`src/rtl/bram_pkg.sv`:
```
// Shared definitions for the BRAM copy controller: FSM state encoding,
// address step per word and per-byte-lane write-enable values.
package bram_pkg;

  // Copy controller states
  typedef enum logic [1:0] {
    ST_IDLE  = 2'd0,
    ST_RUN   = 2'd1,
    ST_DRAIN = 2'd2,
    ST_DONE  = 2'd3
  } state_t;

  // Byte-address increment between consecutive words
  localparam int BYTES_PER_WORD = 4;

  // Per-byte-lane write enable values; replicated to the full WE width
  localparam logic WE_ALL  = 1'b1;
  localparam logic WE_NONE = 1'b0;

endpackage

```
`src/rtl/bram_addr_ctr.sv`:
```
// Loadable word-address counter: loads a byte base address, then advances by
// one word per step. Arithmetic wraps naturally modulo 2^ADDR_WIDTH.
module bram_addr_ctr
  import bram_pkg::*;
#(
  parameter int ADDR_WIDTH = 15
) (
  input  logic                  clk,
  input  logic                  srst,
  input  logic                  load,
  input  logic [ADDR_WIDTH-1:0] base,
  input  logic                  step,
  output logic [ADDR_WIDTH-1:0] addr
);

  localparam logic [ADDR_WIDTH-1:0] STEP = ADDR_WIDTH'(BYTES_PER_WORD);

  logic [ADDR_WIDTH-1:0] addr_reg;

  // Load has priority over step so a new transfer always starts at its base
  always_ff @(posedge clk) begin
    if (srst) begin
      addr_reg <= '0;
    end else if (load) begin
      addr_reg <= base;
    end else if (step) begin
      addr_reg <= addr_reg + STEP;
    end
  end

  assign addr = addr_reg;

endmodule

```
`src/rtl/bram_copy_ctrl.sv`:
```
// BRAM-to-BRAM word copy controller. One read per cycle from the source port,
// the returned word is written to the destination port the following cycle.
// Optional feature: define BRAM_COPY_CHECKSUM_EN to add a running
// modulo-2^DATA_WIDTH sum of all written words on the checksum output.
module bram_copy_ctrl
  import bram_pkg::*;
#(
  parameter int ADDR_WIDTH = 15,
  parameter int DATA_WIDTH = 32
) (
  input  logic                    BRAM_CLK,
  input  logic                    BRAM_RST,
  input  logic                    start,
  input  logic [ADDR_WIDTH-1:0]   src_base,
  input  logic [ADDR_WIDTH-1:0]   dst_base,
  input  logic [ADDR_WIDTH-2:0]   len_words,
  output logic                    busy,
  output logic                    done,
  output logic [ADDR_WIDTH-1:0]   SRC_ADDR,
  output logic                    SRC_EN,
  output logic [DATA_WIDTH/8-1:0] SRC_WE,
  input  logic [DATA_WIDTH-1:0]   SRC_RDDATA,
  output logic [ADDR_WIDTH-1:0]   DST_ADDR,
  output logic                    DST_EN,
  output logic [DATA_WIDTH/8-1:0] DST_WE,
  output logic [DATA_WIDTH-1:0]   DST_WRDATA
`ifdef BRAM_COPY_CHECKSUM_EN
  ,
  output logic [DATA_WIDTH-1:0]   checksum
`endif
);

  localparam int WE_W = DATA_WIDTH / 8;
  localparam logic [ADDR_WIDTH-2:0] LEN_ONE = (ADDR_WIDTH-1)'(1);

  state_t                state_reg;
  state_t                state_next;
  logic [ADDR_WIDTH-2:0] remain_reg;
  logic                  wr_pend_reg;
  logic                  accept;
  logic                  rd_issue;

  // Next-state logic; a start outside IDLE is simply dropped
  always_comb begin
    state_next = state_reg;
    accept     = 1'b0;
    case (state_reg)
      ST_IDLE: begin
        if (start) begin
          accept     = 1'b1;
          state_next = (len_words == '0) ? ST_DONE : ST_RUN;
        end
      end
      ST_RUN: begin
        if (remain_reg == LEN_ONE) begin
          state_next = ST_DRAIN;
        end
      end
      ST_DRAIN: state_next = ST_DONE;
      ST_DONE:  state_next = ST_IDLE;
      default:  state_next = ST_IDLE;
    endcase
  end

  // State register
  always_ff @(posedge BRAM_CLK) begin
    if (BRAM_RST) begin
      state_reg <= ST_IDLE;
    end else begin
      state_reg <= state_next;
    end
  end

  assign rd_issue = (state_reg == ST_RUN);

  // Words still to be read; reaching one in RUN means the final issue is now
  always_ff @(posedge BRAM_CLK) begin
    if (BRAM_RST) begin
      remain_reg <= '0;
    end else if (accept) begin
      remain_reg <= len_words;
    end else if (rd_issue) begin
      remain_reg <= remain_reg - LEN_ONE;
    end
  end

  // A write is owed the cycle after every read issue; reset drops it
  always_ff @(posedge BRAM_CLK) begin
    if (BRAM_RST) begin
      wr_pend_reg <= 1'b0;
    end else begin
      wr_pend_reg <= rd_issue;
    end
  end

  bram_addr_ctr #(
    .ADDR_WIDTH (ADDR_WIDTH)
  ) u_src_ctr (
    .clk  (BRAM_CLK),
    .srst (BRAM_RST),
    .load (accept),
    .base (src_base),
    .step (rd_issue),
    .addr (SRC_ADDR)
  );

  bram_addr_ctr #(
    .ADDR_WIDTH (ADDR_WIDTH)
  ) u_dst_ctr (
    .clk  (BRAM_CLK),
    .srst (BRAM_RST),
    .load (accept),
    .base (dst_base),
    .step (wr_pend_reg),
    .addr (DST_ADDR)
  );

  assign busy       = (state_reg == ST_RUN) || (state_reg == ST_DRAIN);
  assign done       = (state_reg == ST_DONE);
  assign SRC_EN     = rd_issue;
  assign DST_EN     = wr_pend_reg;
  assign DST_WRDATA = SRC_RDDATA;

  // Byte-lane enables: source port never writes, destination writes whole words
  genvar gi;
  generate
    for (gi = 0; gi < WE_W; gi++) begin : g_we
      assign SRC_WE[gi] = WE_NONE;
      assign DST_WE[gi] = wr_pend_reg ? WE_ALL : WE_NONE;
    end
  endgenerate

`ifdef BRAM_COPY_CHECKSUM_EN
  logic [DATA_WIDTH-1:0] checksum_reg;

  // Running sum of written words; cleared by reset or any accepted start
  always_ff @(posedge BRAM_CLK) begin
    if (BRAM_RST || accept) begin
      checksum_reg <= '0;
    end else if (wr_pend_reg) begin
      checksum_reg <= checksum_reg + SRC_RDDATA;
    end
  end

  assign checksum = checksum_reg;
`endif

endmodule

```
`config.mk`:
```
export PLATFORM = sky130hd
export DESIGN_NAME = bram_copy_ctrl
export DESIGN_NICKNAME = d
export VERILOG_FILES = /design/src/rtl/bram_pkg.sv /design/src/rtl/bram_addr_ctr.sv /design/src/rtl/bram_copy_ctrl.sv
export SDC_FILE = /design/constraint.sdc
export NUM_CORES = 1
export LEC_CHECK = 0
export CORE_MARGIN = 5
export CORE_UTILIZATION = 35
export DETAILED_ROUTE_END_ITERATION = 10
export GPL_TIMING_DRIVEN = 0
export PLACE_DENSITY = 0.73
export SLEW_MARGIN = 10
export SYNTH_ARGS = -nofsm -noshare
export SYNTH_HDL_FRONTEND = slang
export SYNTH_SLANG_ARGS = --single-unit
```
`constraint.sdc`:
```
create_clock -name BRAM_CLK -period 3.53 [get_ports BRAM_CLK]
set_clock_uncertainty 0.2 [all_clocks]
set_input_delay 0.706 -clock BRAM_CLK [delete_from_list [all_inputs] [get_ports BRAM_CLK]]
set_output_delay 0.706 -clock BRAM_CLK [all_outputs]
set_load 0.01 [all_outputs]
```
==> results of run 1 <==
-- cell type report --
class	instances	area (sq um)	area share, %
multi-input cells	225	1510	35.5
repair buffers	116	1160	27.4
flip-flops and latches	47	941	22.2
plain buffers	56	385	9.08
well taps	102	128	3.01
clock buffers	7	96.3	2.27
inverters	5	18.8	0.442
clock inverters	1	7.51	0.177
-- metal layers --
| metal | track usage [%] | wire, microns | vias up |
|---|---|---|---|
| met5 | 0 | 0 | - |
| met4 | 1.55 | 19 | 0 |
| met3 | 4.52 | 661 | 4 |
| met2 | 25.9 | 3800 | 98 |
| met1 | 19.3 | 3450 | 1247 |
| li1 | - | - | 1375 |
-- synthesized netlist by cell type, types with 2 or more instances --
master	count
dfxtp_1	47
nor2_1	42
buf_4	41
a211oi_1	33
nand2_1	23
xnor2_1	18
xor2_1	14
clkbuf_1	10
nand4_1	10
ha_1	9
nand3_1	8
nor3_1	8
nor4_1	7
a21oi_1	6
a311oi_1	6
inv_1	5
o21ai_0	4
or3_1	4
nor2b_1	3
a211oi_2	2
buf_1	2
clkbuf_8	2
mux2i_1	2
nand3b_1	2
nor3_2	2
nor4_2	2
-- critical path: stages (launching register included) --
cell and delay, ns:
dfxtp_1 0.36, inv_1 0.10, ha_1 0.34, clkdlybuf4s50_1 0.60
-- power groups by stage --
stage	sequential [mW]	combinational [mW]	clock, mW
after global placement	0.935	1.26	0
after detailed placement	0.940	1.28	0
after floorplan	0.951	0.732	0
after CTS	0.931	1.29	0.371
final	0.932	1.27	0.361
after global routing	0.962	1.39	0.394
-- logic make-up (layout without fill, tap and decap cells) --
group	after synthesis	count (layout)	share of synthesized area (%)
muxes	2	2	0.705
xor gates and xnor gates	32	32	9.87
AOI/OAI and AO/OA	55	55	14.4
DFF	47	47	33.1
adders and majority gates	9	9	3.97
and+or+nand+nor	123	123	23.6
other	1	4	0.132
buffers and inverters	61	185	14.2
-- final timing paths --
kind,start,endpoint,slack (ns),cells after the start
worst max-delay path,state_reg[1],SRC_EN,0.93,3
worst min-delay path,u_dst_ctr.addr[0],u_dst_ctr.addr[0],0.26,2
worst max register to register,state_reg[0],u_src_ctr.addr[3],1.23,6
worst min register to register,u_dst_ctr.addr[0],u_dst_ctr.addr[0],0.26,2
==> summary.md, run 1 <==
| Metric | Value |
|---|---|
| CP Launch Type | `flop` |
| Sum Neg Setup Slack | `0 ns` |
| Sink Count | `47` |
| Setup ws final | `0.927 ns` |
| Data arrival, critical path | `1.70 ns` |
| Seq/Total Area, Yosys | `33.1%` |
| Dominant synthesized flop cell | `dfxtp_1` |
| Setup violations, final | `0` |
| Post-CTS Hold Buffers | `0` |
| Pwr Total | `2.57 mW` |
| Initial core utilization | `36.4%` |
| Placed cell areas | `4140 sq um` |
| Resized Gates After CTS | `0` |
| Static leakage | `1.53 nW` |
| H-Tree Depth | `2` |
| Pwr dens | `605 nW/um^2` |
| Synth top area cells | `dfxtp_1 33%, buf_4 11%, a211oi_1 8.7%` |
| Die W | `100 microns` |
| Die footprint | `10000 sq um` |
| Status | `completed` |
| Congestion Overflow GR | `0` |
| Max_cap viols | `0` |
| CTS tree | `yes` |
| Synth-to-Final Area Change | `49.4%` |
| Unique masters post-synth | `44` |
| Worst hold path class | `reg2reg` |
| Post-synth EDFFs | `0` |
| RSZ-0062 raised after global routing | `false` |
| Combinational Power Share | `49.6%` |
| Clock transition at path regs | `0.10 ns` |
| Antenna Nets Post-Route | `0` |
| # DRC | `0` |
| Final min period | `2.60 ns` |
| Yosys warns | `0` |
| Fin Hold WS | `0.258 ns` |
| I/O Buffers | `116` |
| CP Capture Type | `output port` |
| Non-filler cells, final | `559` |
| Placement Setup Slack | `0.782 ns` |
| Slew @ Worst Pin | `0.616 ns` |
| Post-CTS Setup Inserts | `0` |
| Antenna fix cells | `0` |
| Final period utilization | `73.7%` |
| Fill cells | `773` |
| Clock Latency Late Sink | `0.30 ns` |
| DR vias | `2724` |
| Detailed Route WL | `7920 microns` |
| Sequential share of power | `36.3%` |
| Max Clk Rate | `384 MHz` |
| Finished Cell Area | `4240 sq um` |
| Rows | `32` |
| Initial antenna violation count | `0` |
| Mapped Area | `2840 sq um` |
| Max Slew Vio Count | `0` |
| CP Max Fanout | `7` |
| Worst vdd ir | `265 uV` |
| GRT Util Overall | `15.1%` |
| Crit Path Class | `reg2out` |
| NetSw | `0.992 mW` |
| Max clock buf depth | `2` |
| DP Cell Count | `551` |
| Final Hold Viols | `0` |
| Sw Share | `38.7%` |
| TritonCTS Buffers | `5` |
| Leading cell type in the layout, fill and taps excluded | `clkdlybuf4s50_1` |
| Nets@finish | `544` |
| First-pass GRT wire length | `12500 microns` |
| Share of cells above drive strength 1 | `14.2%` |
| Routability Congestion | `0.810` |
| Synth area leader | `dfxtp_1` |
| 1st-iter DRT viols | `84` |
| Number of synthesized register bits | `47` |
| FFs w/ async S/R, synth | `0%` |
| Vias per std cell | `4.87` |
| Number of global-route vias before repair | `2695` |
| Pre-antenna DRT Iters | `4` |
| Mapped Cells | `330` |
| Max-slew headroom | `58.9%` |
| Yosys top cell area share | `33.1%` |
| Data required, critical path | `2.62 ns` |
| Pin count of the biggest net entering global routing | `15` |
| # IOs | `153` |
| DIE HEIGHT | `100 microns` |
| Clk root buf | `clkbuf_8` |
| Most frequent cells in the layout | `116 x clkdlybuf4s50_1, 47 x dfxtp_1, 42 x nor2_1` |
| Post-detailed-route wirelength per cell | `14.2 microns` |
| Total core area | `7810 sq um` |
| Int Power | `1.57 mW` |
| HPWL Detailed | `6360 microns` |
| Power share of the clock group | `14.0%` |
| Final Core Density | `54.3%` |
| Avg Inst Size Synth | `8.60 sq um` |
Note: power is estimated with default switching activity, not from simulation.
==> run 2, diff against run 1 <==
--- a/config.mk
+++ b/config.mk
@@ -9,7 +9,7 @@
 export CORE_UTILIZATION = 35
 export DETAILED_ROUTE_END_ITERATION = 10
 export GPL_TIMING_DRIVEN = 0
-export PLACE_DENSITY = 0.73
+export PLACE_DENSITY = 0.76
 export SLEW_MARGIN = 10
 export SYNTH_ARGS = -nofsm -noshare
 export SYNTH_HDL_FRONTEND = slang
==> constraint.sdc (replaced) <==
create_clock -name BRAM_CLK -period 2.25 [get_ports BRAM_CLK]
set_clock_uncertainty 0.2 [all_clocks]
set_input_delay 0.45 -clock BRAM_CLK [delete_from_list [all_inputs] [get_ports BRAM_CLK]]
set_output_delay 0.45 -clock BRAM_CLK [all_outputs]
set_load 0.01 [all_outputs]
==> summary.md, run 2 (synthesis gave the netlist of run 1 again) <==
| Metric | Value |
|---|---|
| Hold Crit Start | `u_src_ctr.addr[1]` |
| Post-CTS Setup Inserts | `0` |
| Non-filler cells, final | `559` |
| Post-CTS Hold Buffers | `0` |
| Detailed Route WL | `8180 microns` |
| Placement Setup Slack | `-0.256 ns` |
| Max-slew headroom | `61.9%` |
| Max clock buf depth | `2` |
| Finished Cell Area | `4260 sq um` |
| Pre-antenna DRT Iters | `4` |
| Worst path cell trace | `buf_4 > clkdlybuf4s50_1` |
| Data arrival, critical path | `1.43 ns` |
| Pwr Total | `4.05 mW` |
| DIE HEIGHT | `100 microns` |
| Levels on crit path | `2` |
| Setup violations, final | `0` |
| Setup ws final | `0.166 ns` |
| GRT Util Overall | `15.7%` |
| CP max-delay cell | `clkdlybuf4s50_1` |
| CTS tree | `yes` |
| Max Slew Vio Count | `0` |
| Pin count of the biggest net entering global routing | `16` |
| Nets@finish | `544` |
| Crit-path leading delay family | `buffers and inverters` |
| Number of global-route vias before repair | `2846` |
| Antenna fix cells | `0` |
| CP Capture Type | `output port` |
| Clock Latency Late Sink | `0.30 ns` |
| Data required, critical path | `1.60 ns` |
| 1st-iter DRT viols | `83` |
| Worst hold path class | `reg2reg` |
| Final Hold Viols | `0` |
| Total core area | `7810 sq um` |
| Post-detailed-route wirelength per cell | `14.6 microns` |
| Initial antenna violation count | `0` |
| RR Startpoint | `state_reg[1]` |
| Clock transition at path regs | `0.10 ns` |
| CP Launch Type | `flop` |
| Sum Neg Setup Slack | `0 ns` |
| Vias per std cell | `4.88` |
| Reg2reg end | `remain_reg[8]` |
| Antenna Nets Post-Route | `0` |
| Pwr dens | `951 nW/um^2` |
| Max_cap viols | `0` |
| Final period utilization | `92.6%` |
| Share of cells above drive strength 1 | `15.3%` |
| HPWL Detailed | `6550 microns` |
| H-Tree Depth | `2` |
| CP bufs+invs | `2` |
| Initial core utilization | `36.4%` |
| FF-to-FF path depth | `6` |
| Most frequent cells in the layout | `114 x clkdlybuf4s50_1, 45 x dfxtp_1, 42 x nor2_1` |
| Max Clk Rate | `480 MHz` |
| Rows | `32` |
| # IOs | `153` |
| Die footprint | `10000 sq um` |
| Routability Congestion | `0.800` |
| Synth-to-Final Area Change | `49.9%` |
| RSZ-0062 raised after global routing | `false` |
| Crit-path max cell delay | `0.53 ns` |
| Slew @ Worst Pin | `0.571 ns` |
| Worst vdd ir | `467 uV` |
| Static leakage | `1.55 nW` |
| Final min period | `2.08 ns` |
| CP Max Fanout | `6` |
| Flop-to-flop setup slack | `0.22 ns` |
| DR vias | `2729` |
| I/O Buffers | `116` |
| Sink Count | `47` |
| WHS Path Cells | `2` |
| Hold EP | `u_src_ctr.addr[1]` |
| First-pass GRT wire length | `13200 microns` |
| TritonCTS Buffers | `5` |
| Crit Path Class | `reg2out` |
| Placed cell areas | `4140 sq um` |
| Leading cell type in the layout, fill and taps excluded | `clkdlybuf4s50_1` |
| Clk root buf | `clkbuf_8` |
| Die W | `100 microns` |
| # DRC | `0` |
| Status | `completed` |
| Congestion Overflow GR | `0` |
| DP Cell Count | `551` |
## run 2: how the worst max path moves through the flow
stage / start / endpoint / slack [ns]
after floorplan: state_reg[1] / remain_reg[8] / 0.35
after global placement: start / u_dst_ctr.addr[11] / -0.20
after detailed placement: start / u_dst_ctr.addr[13] / -0.26
after CTS: state_reg[1] / SRC_EN / 0.05
after global routing: state_reg[1] / remain_reg[8] / 0.02
final: DST_EN / DST_WE[1] / 0.17
## run 2: area by class of cell
cell class                      count  area, sq um
Fill cell                         723         3550
Multi-Input combinational cell    225         1520
Timing Repair Buffer              116         1160
Sequential cell                    47          943
Buffer                             56          388
Tap cell                          102          128
Clock buffer                        6         82.6
Inverter                            5         18.8
Clock inverter                      2         16.3
## run 2: per-stage QoR
stage | hold WS, ns | utilization [%]
finish | 0.264 | 54.5
global route | 0.299 | 54.5
CTS | 0.262 | 54.5
detailed placement | 0.248 | 53.0
global placement | 0.243 | 53.0
floorplan | 0.281 | -
## run 2: worst reg2reg max path, stage by stage (launching register included)
cell       delay (ns)
dfxtp_2          0.35
inv_1            0.13
ha_4             0.20
nand4bb_1        0.34
nor4b_2          0.38
xnor2_1          0.10
a211oi_1         0.23
## run 2: what timing repair did
action | CTS | global route
resized for setup | 6 | 2
cloned | 0 | 0
endpoints found under the setup margin | 12 | 11
## run 2: report_power, final
part	internal, mW	switching [mW]
Clock	0.251	0.304
Combinational	1.08	0.939
Sequential	1.12	0.358
## run 2: metal layers
| layer | vias up | global-route usage (%) | wire [microns] |
|---|---|---|---|
| met3 | 7 | 4.10 | 591 |
| met5 | - | 0 | 0 |
| met2 | 94 | 27.3 | 3970 |
| li1 | 1383 | - | - |
| met4 | 0 | 2.59 | 54 |
| met1 | 1245 | 20.0 | 3560 |
==> run 3, diff against run 2 <==
--- a/config.mk
+++ b/config.mk
@@ -8,8 +8,8 @@
 export CORE_MARGIN = 5
 export CORE_UTILIZATION = 35
 export DETAILED_ROUTE_END_ITERATION = 10
-export GPL_TIMING_DRIVEN = 0
 export PLACE_DENSITY = 0.76
+export RECOVER_POWER = 100
 export SLEW_MARGIN = 10
 export SYNTH_ARGS = -nofsm -noshare
 export SYNTH_HDL_FRONTEND = slang
==> summary.md, run 3 (synthesis gave the netlist of run 1 again) <==
| Metric | Value |
|---|---|
| Status | `completed` |
| WHS Path Cells | `2` |
| RR Startpoint | `remain_reg[5]` |
| Vias per std cell | `5.02` |
| # DRC | `0` |
| Die footprint | `10000 sq um` |
| Clk root buf | `clkbuf_8` |
| CP Capture Type | `output port` |
| Resized Gates After CTS | `5` |
| Post-CTS Hold Buffers | `0` |
| Sink Count | `47` |
| Int Power | `2.47 mW` |
| Nets@finish | `465` |
| Clock Latency Late Sink | `0.29 ns` |
| Power share of the clock group | `18.3%` |
| Antenna fix cells | `0` |
| DIE HEIGHT | `100 microns` |
| DP Cell Count | `472` |
| Clock transition at path regs | `0.08 ns` |
| Sw Share | `37.2%` |
| TritonCTS Buffers | `5` |
| Routability Congestion | `0.820` |
| Slew @ Worst Pin | `0.580 ns` |
| Sequential share of power | `37.2%` |
| Share of cells above drive strength 1 | `7.41%` |
| Leading cell type in the layout, fill and taps excluded | `clkdlybuf4s50_1` |
| Pin count of the biggest net entering global routing | `37` |
| Worst hold path class | `reg2reg` |
| Setup violations, final | `0` |
| CTS tree | `yes` |
| Data required, critical path | `1.60 ns` |
| Total core area | `7810 sq um` |
| Max_cap viols | `0` |
| Final min period | `2.10 ns` |
| Met3 Usage GRT | `5.00%` |
| Sum Neg Setup Slack | `0 ns` |
| Die W | `100 microns` |
| Synth-to-Final Area Change | `27.2%` |
| Worst path cell trace | `ha_1 > dlygate4sd3_1` |
| Initial core utilization | `36.4%` |
| RSZ-0062 raised after global routing | `false` |
| FF-to-FF path depth | `4` |
| CP Launch Type | `flop` |
| Final period utilization | `93.1%` |
| First-pass GRT wire length | `11500 microns` |
| Post-detailed-route wirelength per cell | `14.3 microns` |
| GR peak layer | `met2` |
| 1st-iter DRT viols | `96` |
| Final Hold Viols | `0` |
| I/O Buffers | `84` |
| H-Tree Depth | `2` |
| Post-CTS Setup Inserts | `0` |
| Hold EP | `u_src_ctr.addr[0]` |
| Crit-path max cell delay | `0.60 ns` |
| Most frequent cells in the layout | `50 x clkdlybuf4s50_1, 45 x dfxtp_1, 42 x nor2_1` |
| Detailed Route WL | `6880 microns` |
| Final Core Density | `46.3%` |
| Pwr dens | `1090 nW/um^2` |
| NetSw | `1.46 mW` |
| Number of global-route vias before repair | `2412` |
| CP max-delay cell | `dlygate4sd3_1` |
| Initial antenna violation count | `0` |
| Congestion Overflow GR | `0` |
| Antenna Nets Post-Route | `0` |
| Data arrival, critical path | `1.45 ns` |
| # IOs | `153` |
| Non-filler cells, final | `480` |
| HPWL Detailed | `5240 microns` |
| Max Clk Rate | `477 MHz` |
| Worst vdd ir | `427 uV` |
| Pre-antenna DRT Iters | `4` |
| Global routing usage on met2 | `21.8%` |
| Static leakage | `1.31 nW` |
| Flop-to-flop setup slack | `0.21 ns` |
| Reg2reg end | `state_reg[1]` |
| Met1 Use GR | `17.9%` |
| GRT Util Overall | `13.7%` |
| DR vias | `2408` |
| CP Max Fanout | `4` |
| Rows | `32` |
| Crit Path Class | `reg2out` |
| Max Slew Vio Count | `0` |
| Combinational Power Share | `44.5%` |
| Max clock buf depth | `2` |
| Hold Crit Start | `u_src_ctr.addr[0]` |
| Max-slew headroom | `61.3%` |
## run 3: area by class of cell
class	count	area, sq um
multi-input combinational	225	1480
sequential	47	943
timing repair buffer	93	908
inverter	5	18.8
tap	102	128
clock inverter	2	60.1
clock buffer	6	72.6
fill	784	4200
## run 3: metal layers
metal | vias to the layer above | part of all wire (%)
met5 | - | 0
met3 | 12 | 7.9
met2 | 77 | 46
li1 | 1217 | -
met4 | 0 | 0.54
met1 | 1102 | 45
## run 3: per-stage QoR
step           instance area (sq um)  worst slack (ns)  power [mW]  hold WS (ns)
3_3_place_gp                    3520            0.0871        3.33         0.243
2_1_floorplan                   2850             0.353        2.64         0.281
6_report                        3610             0.154        3.93         0.258
5_1_grt                         3610            0.0123        4.22         0.301
3_5_place_dp                    3520           0.00698        3.38         0.255
4_1_cts                         3670           0.00978        4.13         0.268
## run 3: worst max-delay path by stage
stage,startpoint,endpoint,slack [ns],cells past startpoint
after floorplan,state_reg[1],remain_reg[8],0.35,6
after global placement,state_reg[1],remain_reg[8],0.09,6
after detailed placement,state_reg[1],remain_reg[8],0.007,6
after CTS,state_reg[1],SRC_EN,0.01,3
after global routing,state_reg[1],remain_reg[8],0.01,6
final,state_reg[0],done,0.15,2
## run 3: critical path: cells and delay by family (launching register included)
family     cells  cell delay (ns)
buf+inv        1             0.60
flops          1             0.36
fa+ha+maj      1             0.20
## run 3: power by group through the flow
stage	clock network, mW	registers [mW]	logic, mW
2_1_floorplan	0	1.49	1.15
3_3_place_gp	0	1.48	1.86
3_5_place_dp	0	1.49	1.89
4_1_cts	0.738	1.48	1.91
5_1_grt	0.779	1.51	1.93
6_report	0.719	1.46	1.75
==> variant: new RTL, flow settings as in run 3 <==
The option `BRAM_COPY_CHECKSUM_EN` is turned on by a define.
--- a/src/rtl/bram_copy_ctrl.sv
+++ b/src/rtl/bram_copy_ctrl.sv
@@ -2,6 +2,8 @@
 // the returned word is written to the destination port the following cycle.
 // Optional feature: define BRAM_COPY_CHECKSUM_EN to add a running
 // modulo-2^DATA_WIDTH sum of all written words on the checksum output.
+`define BRAM_COPY_CHECKSUM_EN
+
 module bram_copy_ctrl
   import bram_pkg::*;
 #(
Function (old outputs only; new: checksum): kept (Yosys induction, for registers that start in step).
==> variant against run 3 <==
  * The run now ends with setup timing left
  * Global-route usage grew 5.4 points
  * Sequential power is 42% higher
  * Count of clock-buffer cells in the layout up 5
  * Power grew 84%
  * Routed wire length grew to 2.6 times the old value
  * Cell area is 150% higher
  * Critical endpoint is now checksum[22]$_SDFFE_PP0P_
  * Synthesized area rose by 91%
  * Utilization increased by 13 points
  * Largest cell class unchanged
  * Setup slack got worse by 0.73 ns
  * Register-to-register slack got worse by 0.79 ns
  * Critical path type is now reg2reg
  * Maximum frequency down 26%
  * Sequential cell count up 32
==> variant: results (changes against run 3) <==
finish:
  layout-drive-gt1-share_pct: 25.9  # was 7.41%
  nNetsFinal: 1041  # was 465
  largest_reg_flops: 32
  fillCellCount: 1320  # was 784
  diodes: 0  # unchanged
place:
  dp_hpwl_um: 13300  # was 5240 µm
  dpl_cell_area_um2: 8100  # was 3520 µm²
  numPortBuffers: 180  # was 84
  globalplace.congestion: 0.884  # was 0.820
  pre_cts_slack_ns: -1.27  # was 0.00698 ns
logic_synthesis:
  synth.mux.area_fraction_pct: 4.62  # was 0.705%
  synth_cell_types: 55  # was 44
  yosys-top-cells-count: "dfxtp_1, nor2_1, nand2_1, buf_4, ha_1"  # was dfxtp_1, nor2_1, buf_4, a211oi_1, nand2_1
  yosys-top-cells-area: "dfxtp_1, ha_1, buf_4"  # was dfxtp_1, buf_4, a211oi_1
  synthAdderAreaFrac_pct: 9.61  # was 3.97%
  synth_xor_area_share_pct: 8.24  # was 9.87%
  yosys_warnings: 0  # unchanged
  synth_ff_type: "dfxtp_1"  # unchanged
  synth-seq-area-share_pct: 29.2  # was 33.1%
  synth_async_sr_flop_share_pct: 0  # unchanged
  synth-compound-area-share_pct: 20.7  # was 14.4%
clock_network:
  h-tree-depth: 3  # was 2
  path_clk_slew_ns: 0.07
  cts.path.max_buffers: 2  # unchanged
  ctsRootBufferMaster: "clkbuf_16"  # was clkbuf_8
  clock_latency_ns: 0.35  # was 0.29 ns
  cts_buffers: 9  # was 5
critical_path:
  path_delay_family: "compound AO/OA/AOI/OAI gates"  # was buffers and inverters
  worstReg2RegStart: "checksum[0]$_SDFFE_PP0P_"  # was remain_reg[5]$_SDFFE_PP0P_
  path_max_fanout: 3  # was 4
  cpMaxStageDelayCell: "or3b_4"  # was dlygate4sd3_1
  arrival_ns: 2.91  # was 1.45 ns
  slowest_delay_ns: 0.41  # was 0.60 ns
  worst_setup_path_start_kind: "flop"  # unchanged
power:
  power.leakage_nw: 3.93  # was 1.31 nW
  peakVddDrop_mv: 0.570  # was 0.427 mV
routing:
  first_pass_iters: 4  # unchanged
  dr.first_iter.drc_count: 193  # was 96
  wl_per_cell_um: 16.1  # was 14.3 µm
  vias: 5721  # was 2,408
global_route:
  first_global_vias: 5833  # was 2,412
  grt_pass1_wl_um: 28200  # was 11,500 µm
  grt_use_total_pct: 19.0  # was 13.7%
  grt_max_degree: 54  # was 37
  antenna_found_initial: 0  # unchanged
min_path:
  min-delay-start: "BRAM_RST"  # was u_src_ctr.addr[0]$_SDFFE_PP0P_
  hp-class: "in2reg"  # was reg2reg
timing:
  max_slew_margin_pct: 63.5  # was 61.3%
  fin_ws_ns: -0.578  # was 0.154 ns
  setup_violations: 25  # was 0
outcome:
  outcome: "finished with violations"  # was finished, final reports clean
  violations: "setup timing"
-- variant: path summary, 6_finish.rpt --
path         slack, ns                              to  cells past startpoint
max              -0.58       checksum[22]$_SDFFE_PP0P_                     11
min               0.25      remain_reg[1]$_SDFFE_PP0N_                      2
max reg2reg      -0.58       checksum[22]$_SDFFE_PP0P_                     11
min reg2reg       0.26  u_src_ctr.addr[0]$_SDFFE_PP0P_                      2
-- variant: cell type report --
cell class	instances	area [µm²]	share of cell area [%]
clock buffers	11	253	2.82
clock inverters	5	63.8	0.711
inverters	9	33.8	0.377
multi-input cells	498	3930	43.9
flip-flops and latches	79	1590	17.7
well taps	188	235	2.62
repair buffers	324	2860	31.9
-- variant: logic make-up after synthesis --
group,after synthesis
other,1
flip-flops,79
buffers and inverters,79
XOR/XNOR,51
AO/OA/AOI/OAI,159
AND/OR/NAND/NOR,218
multiplexers,25
adder cells (fa/ha/maj),41
-- variant: power by group --
part	leakage [nW]	total (mW)	switching, mW	internal [mW]
clock network	0.152	1.57	0.641	0.928
logic	3.12	3.61	1.78	1.83
registers	0.650	2.07	0.336	1.74
-- variant: per-layer routing --
layer / routed length (µm) / global-route usage, %
met1: 7270 / 21.5
met2: 8920 / 34.0
met3: 1280 / 5.55
met4: 439 / 6.84
met5: 0 / 0
-- variant: what timing repair did --
| item | in CTS | in global routing |
|---|---|---|
| setup endpoints to repair | 30 | 30 |
| endpoints found under the hold margin | 0 | 0 |
| pin swaps | 49 | 28 |
| resized for setup | 97 | 18 |
| buffers inserted | 7 | 8 |
-- variant: metrics by stage --
step / std cells / TNS (ns)
after floorplan: 656 / -6.39
after global placement: 1085 / -23.53
after detailed placement: 1085 / -24.47
after CTS: 1108 / -6.30
after global routing: 1114 / -11.86
final: 1114 / -8.38
